`config.mk`:
```
export PLATFORM = sky130hd
export DESIGN_NAME = four12_accum_ctrl
export DESIGN_NICKNAME = d
export VERILOG_FILES = /design/src/rtl/four12_pkg.sv /design/src/rtl/four12_tag_pipe.sv /design/src/rtl/four12_accum_ctrl.sv
export SDC_FILE = /design/constraint.sdc
export NUM_CORES = 1
export LEC_CHECK = 0
export ABC_AREA = 1
export BUFFER_PORTS_ARGS = -buffer_cell sky130_fd_sc_hd__buf_2
export CAP_MARGIN = 30
export CORE_AREA = 2 2 85 87
export CTS_CLUSTER_DIAMETER = 80
export CTS_CLUSTER_SIZE = 14
export DETAILED_ROUTE_END_ITERATION = 10
export DIE_AREA = 0 0 87 89
export GPL_TIMING_DRIVEN = 0
export MAX_ROUTING_LAYER = met4
export SYNTH_ARGS = -nofsm -noshare
export SYNTH_HDL_FRONTEND = slang
export SYNTH_SLANG_ARGS = --single-unit
```
`constraint.sdc`:
```
create_clock -name clk_i -period 1.1 [get_ports clk_i]
set_clock_uncertainty 0.15 [all_clocks]
set_input_delay 0 -clock clk_i [delete_from_list [all_inputs] [get_ports clk_i]]
set_output_delay 0 -clock clk_i [all_outputs]
set_load 0.02 [all_outputs]
```
`src/rtl/four12_pkg.sv`:
```
// four12_pkg: shared constants, state encoding and tag type for the FOUR12 accumulator controller.
package four12_pkg;
  localparam int LANE_W = 12;
  localparam int LANES = 4;
  localparam logic [8:0] OPM_LOAD = 9'h003;
  localparam logic [8:0] OPM_ACC = 9'h023;
  localparam logic [8:0] OPM_HOLD = 9'h020;
  typedef enum logic [1:0] {INIT, ACCUM, DRAIN, HOLD} state_t;
  typedef struct packed {
    logic valid;
    logic first;
    logic last;
  } tag_t;
  function automatic logic [8:0] tag_opmode(tag_t t);
    return t.valid ? (t.first ? OPM_LOAD : OPM_ACC) : OPM_HOLD;
  endfunction
endpackage

```
`src/rtl/four12_tag_pipe.sv`:
```
// four12_tag_pipe: delays beat tags by DEPTH cycles to the ALU stage and one more to the P stage.
module four12_tag_pipe
  import four12_pkg::*;
#(
  parameter int DEPTH = 1
) (
  input  logic clk,
  input  logic rst_n,
  input  tag_t src,
  output tag_t alu,
  output tag_t pst
);
  generate
    if (DEPTH == 0) begin : g_comb
      assign alu = src;
    end else begin : g_dly
      tag_t sr [DEPTH];
      always_ff @(posedge clk or negedge rst_n) begin
        if (!rst_n) begin
          for (int i = 0; i < DEPTH; i++) sr[i] <= '0;
        end else begin
          sr[0] <= src;
          for (int i = 1; i < DEPTH; i++) sr[i] <= sr[i-1];
        end
      end
      assign alu = sr[DEPTH-1];
    end
  endgenerate
  always_ff @(posedge clk or negedge rst_n) begin
    if (!rst_n) pst <= '0;
    else pst <= alu;
  end
endmodule

```
`src/rtl/four12_accum_ctrl.sv`:
```
// four12_accum_ctrl: sequences a FOUR12 SIMD DSP slice to accumulate framed 4x12-bit words per lane.
module four12_accum_ctrl
  import four12_pkg::*;
#(
  parameter int ABREG = 1
) (
  input  logic                      clk_i,
  input  logic                      rst_n_i,
  input  logic [LANES*LANE_W-1:0]   s_tdata_i,
  input  logic                      s_tvalid_i,
  input  logic                      s_tlast_i,
  output logic                      s_tready_o,
  output logic [LANES*LANE_W-1:0]   m_tdata_o,
  output logic [LANES-1:0]          m_tuser_o,
  output logic                      m_tvalid_o,
  input  logic                      m_tready_i,
  output logic [LANES*LANE_W-1:0]   dsp_ab_o,
  output logic                      dsp_ce_ab_o,
  output logic                      dsp_ce_p_o,
  output logic                      dsp_rst_p_o,
  output logic [8:0]                dsp_opmode_o,
  input  logic [LANES*LANE_W-1:0]   dsp_p_i,
  input  logic [LANES-1:0]          dsp_carry_i
);
  state_t state, state_nx;
  logic first_pend;
  logic [LANES-1:0] sticky;
  logic accept;
  tag_t tag_src, tag_alu, tag_p;
  assign accept = s_tvalid_i & s_tready_o;
  assign tag_src = '{valid: accept, first: first_pend, last: s_tlast_i};
  four12_tag_pipe #(.DEPTH(ABREG)) u_tags (
    .clk(clk_i),
    .rst_n(rst_n_i),
    .src(tag_src),
    .alu(tag_alu),
    .pst(tag_p)
  );
  assign s_tready_o = state == ACCUM;
  assign m_tvalid_o = state == HOLD;
  assign dsp_rst_p_o = state == INIT;
  assign dsp_ab_o = s_tdata_i;
  assign dsp_ce_ab_o = accept;
  assign dsp_ce_p_o = 1'b1;
  assign dsp_opmode_o = tag_opmode(tag_alu);
  assign m_tdata_o = dsp_p_i;
  assign m_tuser_o = sticky;
  always_comb begin
    state_nx = state;
    case (state)
      INIT:  state_nx = ACCUM;
      ACCUM: state_nx = (accept && s_tlast_i) ? DRAIN : ACCUM;
      DRAIN: state_nx = (tag_p.valid && tag_p.last) ? HOLD : DRAIN;
      HOLD:  state_nx = m_tready_i ? ACCUM : HOLD;
      default: state_nx = INIT;
    endcase
  end
  // The next accepted beat opens a new frame whenever the previous accepted beat closed one.
  always_ff @(posedge clk_i or negedge rst_n_i) begin
    if (!rst_n_i) begin
      state <= INIT;
      first_pend <= 1'b1;
      sticky <= '0;
    end else begin
      state <= state_nx;
      if (accept) first_pend <= s_tlast_i;
      if (tag_p.valid) sticky <= tag_p.first ? dsp_carry_i : (sticky | dsp_carry_i);
    end
  end
endmodule
```
==> Yosys cells after proc, flatten, opt, wreduce, memory -nomap -nowiden <==
Index checks and enable logic that the tools add are counted.
{ "op_classes": {"n_addsub": 0, "n_mul": 0, "n_div": 0, "magnitude_cmp": 0, "eq_ne": 3, "shift": 0, "muxes": 7, "bitwise_logic": 2, "n_reduce_logical": 3} }
{ "ops": {"columns": ["cell", "count"], "rows": [
  ["$mux W6", 2],
  ["$pmux W2 S4", 1],
  ["$eq A2 B2 Y1 const B", 2],
  ["$mux W2", 2],
  ["$mux W4", 1],
  ["$or A4 B4 Y4", 1],
  ["$eq A2 B1 Y1 const B", 1],
  ["$logic_and A1 B1 Y1", 2],
  ["$logic_not A2 Y1", 1],
  ["$and A1 B1 Y1", 1],
  ["$mux W1", 1]
]} }
{ "totals": {"register_bits": 13, "latch_bits": 0, "ramBits": 0, "rom_bits": 0, "inputBits": 105, "out_inout_bits": 114, "elab_cells": 24, "mem_count": 0} }

==> Logic depth before layout (Yosys ltp) <==
{ "depth": {"depth_word": 5, "depth_mapped": 4, "mapped_depth_nobuf": 4} }

==> Cells and area by module <==
Synthesis repeated with hierarchy kept, for this count alone.
{ "unflattened": {"cells_unflattened": 151, "area_unflattened_um2": 1246.2} }
{ "modules_own_cells": {"columns": ["module", "n_inst", "cells_each", "area_each_um2", "seq_area_each_um2"], "rows": [
  ["four12_accum_ctrl", 1, 145, 1096.1, 176.4],
  ["four12_tag_pipe", 1, 6, 150.1, 150.1]
]} }

==> Worst setup path after synthesis <==
Ideal clock, no wire load.
{ "synth_path": {"path_kind": "reg-to-reg", "start": "reg state[1]", "end": "reg u_tags.g_dly.sr (netlist bit u_tags.alu[2])", "setup_time_ps": 100, "arrival_time_ps": 728, "t_required_ps": 850, "path_slack_ps": 122, "stages_incl_launch_ff": 4, "n_path_buf": 0, "synth_period_minus_slack_ps": 978, "cell_sequence": "dfrtp_1 > inv_1 > nand3_1 > inv_1"} }
{ "synth_between": {"elab_chain_len": 2} }
{ "synth_rtl": {"columns": ["item", "line_no", "source"], "rows": [
  ["from (decl)", "four12_accum_ctrl.sv:25", "state_t state, state_nx;"],
  ["from (signal assigned)", "four12_accum_ctrl.sv:65", "state <= state_nx;"],
  ["$eq A2 B1 Y1", "four12_accum_ctrl.sv:39", "assign s_tready_o = state == ACCUM;"],
  ["$and A1 B1 Y1", "four12_accum_ctrl.sv:30", "assign accept = s_tvalid_i & s_tready_o;"],
  ["named net dsp_ce_ab_o", "four12_accum_ctrl.sv:18", "output logic dsp_ce_ab_o,"],
  ["to (decl)", "four12_tag_pipe.sv:17", "tag_t sr [DEPTH];"]
]} }
The timed path passes the listed nets, and every way through them passes these cells.
A chain may end at the register's enable or synchronous reset.

==> Worst setup path in the final report <==
{ "layout_path": {"start": "reg state[1]", "end": "out m_tvalid_o"} }
{ "layout_between": {"elab_chain_len": 1} }
{ "layout_rtl": {"columns": ["item", "line_no", "source"], "rows": [
  ["$eq A2 B2 Y1", "four12_accum_ctrl.sv:40", "assign m_tvalid_o = state == HOLD;"],
  ["to (decl)", "four12_accum_ctrl.sv:15", "output logic m_tvalid_o,"]
]} }
Every way passes these cells.

==> results.md <==
- DRT iter0 DRCs: 11
- Share of layout cells above drive strength 1: 82.0%
- All-Layer GR Usage: 7.21%
- Crit path buf inv count: 3
- H-tree Lvls: 1
- DRT Wirelength: 3.59 mm
- Register area share after synthesis: 26.0%
- Sum Neg Setup Slack: -0.256 ns
- Critical-path cell list: buf_6, nand2_2, inv_2, buf_6
- Flop pwr share: 29.0%
- Synthesized flop and latch total: 13
- Peak VDD IR: 800 uV
- Post-DP Area: 1950 um^2
- Status: finished with violations
- Die width: 87 um
- CTS Root Cell: clkbuf_8
- Wirelength per Cell: 9.73 um
- Hold WC Path Type: in2async
- Antenna violation net count after detailed routing: 0
- Crit path from: state[1]
- Synthesized area per cell: 8.25 um^2
- Starting Density: 18.7%
- Port Buffers: 115
- CTS tree: yes
- Worst-skew pair later-pin latency: 0.24 ns
- Synth cell types: 9
- Die Y-Extent: 89 um
- DIE AREA: 7740 um^2
- Final worst slack: -0.0731 ns
- CP required: 0.95 ns
- P_sw: 1.00 mW
- Area fraction of the dominant cell type after synthesis: 62.9%
- RSZ-0062 raised after global routing: true
- CP max FO: 4
- Via density: 3.38
- Area grow syn2layout: 72.3%
- Vias: 1,248
- Reg2Reg Setup Slack: 0.01 ns
- Worst endpoint data arrival time: 1.02 ns
- Syn. warnings: 0
- CTS buffer count: 3
- Sink Count: 13
- Final net count: 395
- Worst setup EP type: output pin
- Fin crit share: 107%
- Setup Crit Path Kind: reg2out
- Peak Freq: 852 MHz
- Antenna violations before repair: 0
- Critical path launch point type: flop
- Tmin final: 1.17 ns
- Global-route wire length before repair: 4.31 mm
- Final HPWL DP: 3.05 mm
- Design area: 2160 um^2
- Antenna Cells: 0
- Failing checks: setup timing
- Setup violations, final: 4
- Layout Utilization: 32.1%
- Gate Count Post-Synth: 152
- CTS max path bufs: 2
- Clk pwr share: 16.2%
- Synth top area cells: buf_4, dfrtp_1, nand2_1
- Slowest cell on crit path: dfrtp_1
- Leakage: 1.33 nW
- Gate power share: 54.8%
- Vias in the first global route: 986
- Slowest stage delay, CP: 0.42 ns
- CTS clk-pin slew, worst paths: 0.05 ns
- Sw Share: 39.3%
- I/O Pins: 219
- Final slew viol count: 0
- Grt ovf: 0
- Cell-internal power: 1.55 mW
- DRC: 0
- Hold Vio Cnt, Final: 0
- Row count: 30
- Pwr dens: 1180 nW/um^2
- Cell family with most CP delay: flip-flops
- R2R Path Start: state[1]
- GPL Wtd Cong: 0.663
- Core area: 6720 um^2
- Maxcap violations: 0
- Synth area leader: buf_4
- Drt pass-1 iters: 4
- Syn Std Cell Area: 1250 um^2
- Largest net degree at the start of global routing: 14
- Most Frequent Cell on Critical Path: buf_6
==> Yosys cell counts <==
| cell | number |
|---|---|
| buf_4 | 105 |
| dfstp_2 | 1 |
| conb_1 | 2 |
| nand2_1 | 22 |
| nor2_1 | 2 |
| nand3_1 | 2 |
| inv_1 | 5 |
| dfrtp_1 | 12 |
| nand4_2 | 1 |
==> final cells by class <==
| type | count | area (um^2) |
|---|---|---|
| fill | 687 | 4560 |
| multi-input combinational | 34 | 149 |
| tap | 80 | 100 |
| inverter | 5 | 18.8 |
| sequential | 13 | 328 |
| buffer | 105 | 788 |
| timing repair buffer | 128 | 731 |
| clock buffer | 4 | 45.0 |
==> state kept, by name, summed over array words and instances, names as in the netlist <==
register	count
u_tags.pst	3
m_tuser_o	4
state	2
first_pend	1
u_tags.alu	3
==> path summary, 6_finish.rpt <==
kind                            endpoint  cells after the start
min                        u_tags.alu[0]                      2
max                           m_tvalid_o                      4
min reg2reg                u_tags.pst[0]                      0
min in group clk_i         m_tdata_o[41]                      2
max in group asynchronous     first_pend                      2
max reg2reg                     state[0]                      5
==> stage by stage <==
stage	total power, mW	worst slack [ns]	instances	hold WS [ns]
2_1_floorplan	1.60	0.122	157	-0.446
3_3_place_gp	1.97	0.0927	352	-0.254
3_5_place_dp	1.97	0.0895	352	-0.253
4_1_cts	2.52	-0.0617	366	0.0209
5_1_grt	2.72	-0.121	369	0.0584
6_report	2.55	-0.0731	369	0.0167
==> metal layers <==
layer	share of wire [%]	wire, um	vias to the layer above	track usage, %
met5	0	0	-	-
met4	0.53	19	0	2.13
met3	13	456	2	1.48
met2	57	2050	106	14.7
met1	30	1060	524	6.63
li1	-	-	616	-
==> cell families after synthesis <==
family                 count (synthesis)  share of synthesized area (%)
buffers and inverters                110                           64.4
flip-flops                            13                           26.0
other                                  2                          0.599
AND/OR/NAND/NOR                       27                           8.98
==> cells in the final DEF (no fill, tap or decap), drive strengths merged <==
master	synthesis	final
buf	105	225
nand2	22	22
dfrtp	12	12
dlygate4sd3	0	8
conb	2	7
inv	5	5
clkbuf	0	4
nor2	2	2
nand3	2	2
nand4	1	1
dfstp	1	1
==> power groups by stage <==
stage	sequential (mW)	combinational, mW	clock (mW)
floorplan	0.813	0.783	0
global placement	0.741	1.23	0
detailed placement	0.744	1.23	0
CTS	0.741	1.34	0.431
global route	0.763	1.50	0.461
finish	0.739	1.40	0.414
==> what timing repair did <==
action / CTS / global route
gates resized for setup: 14 / 5
setup endpoints to repair: 4 / 6
endpoints found under the hold margin: 22 / 0
hold buffers: 8 / 0
buffers inserted: 2 / 3
(Power assumes the default switching activity.)
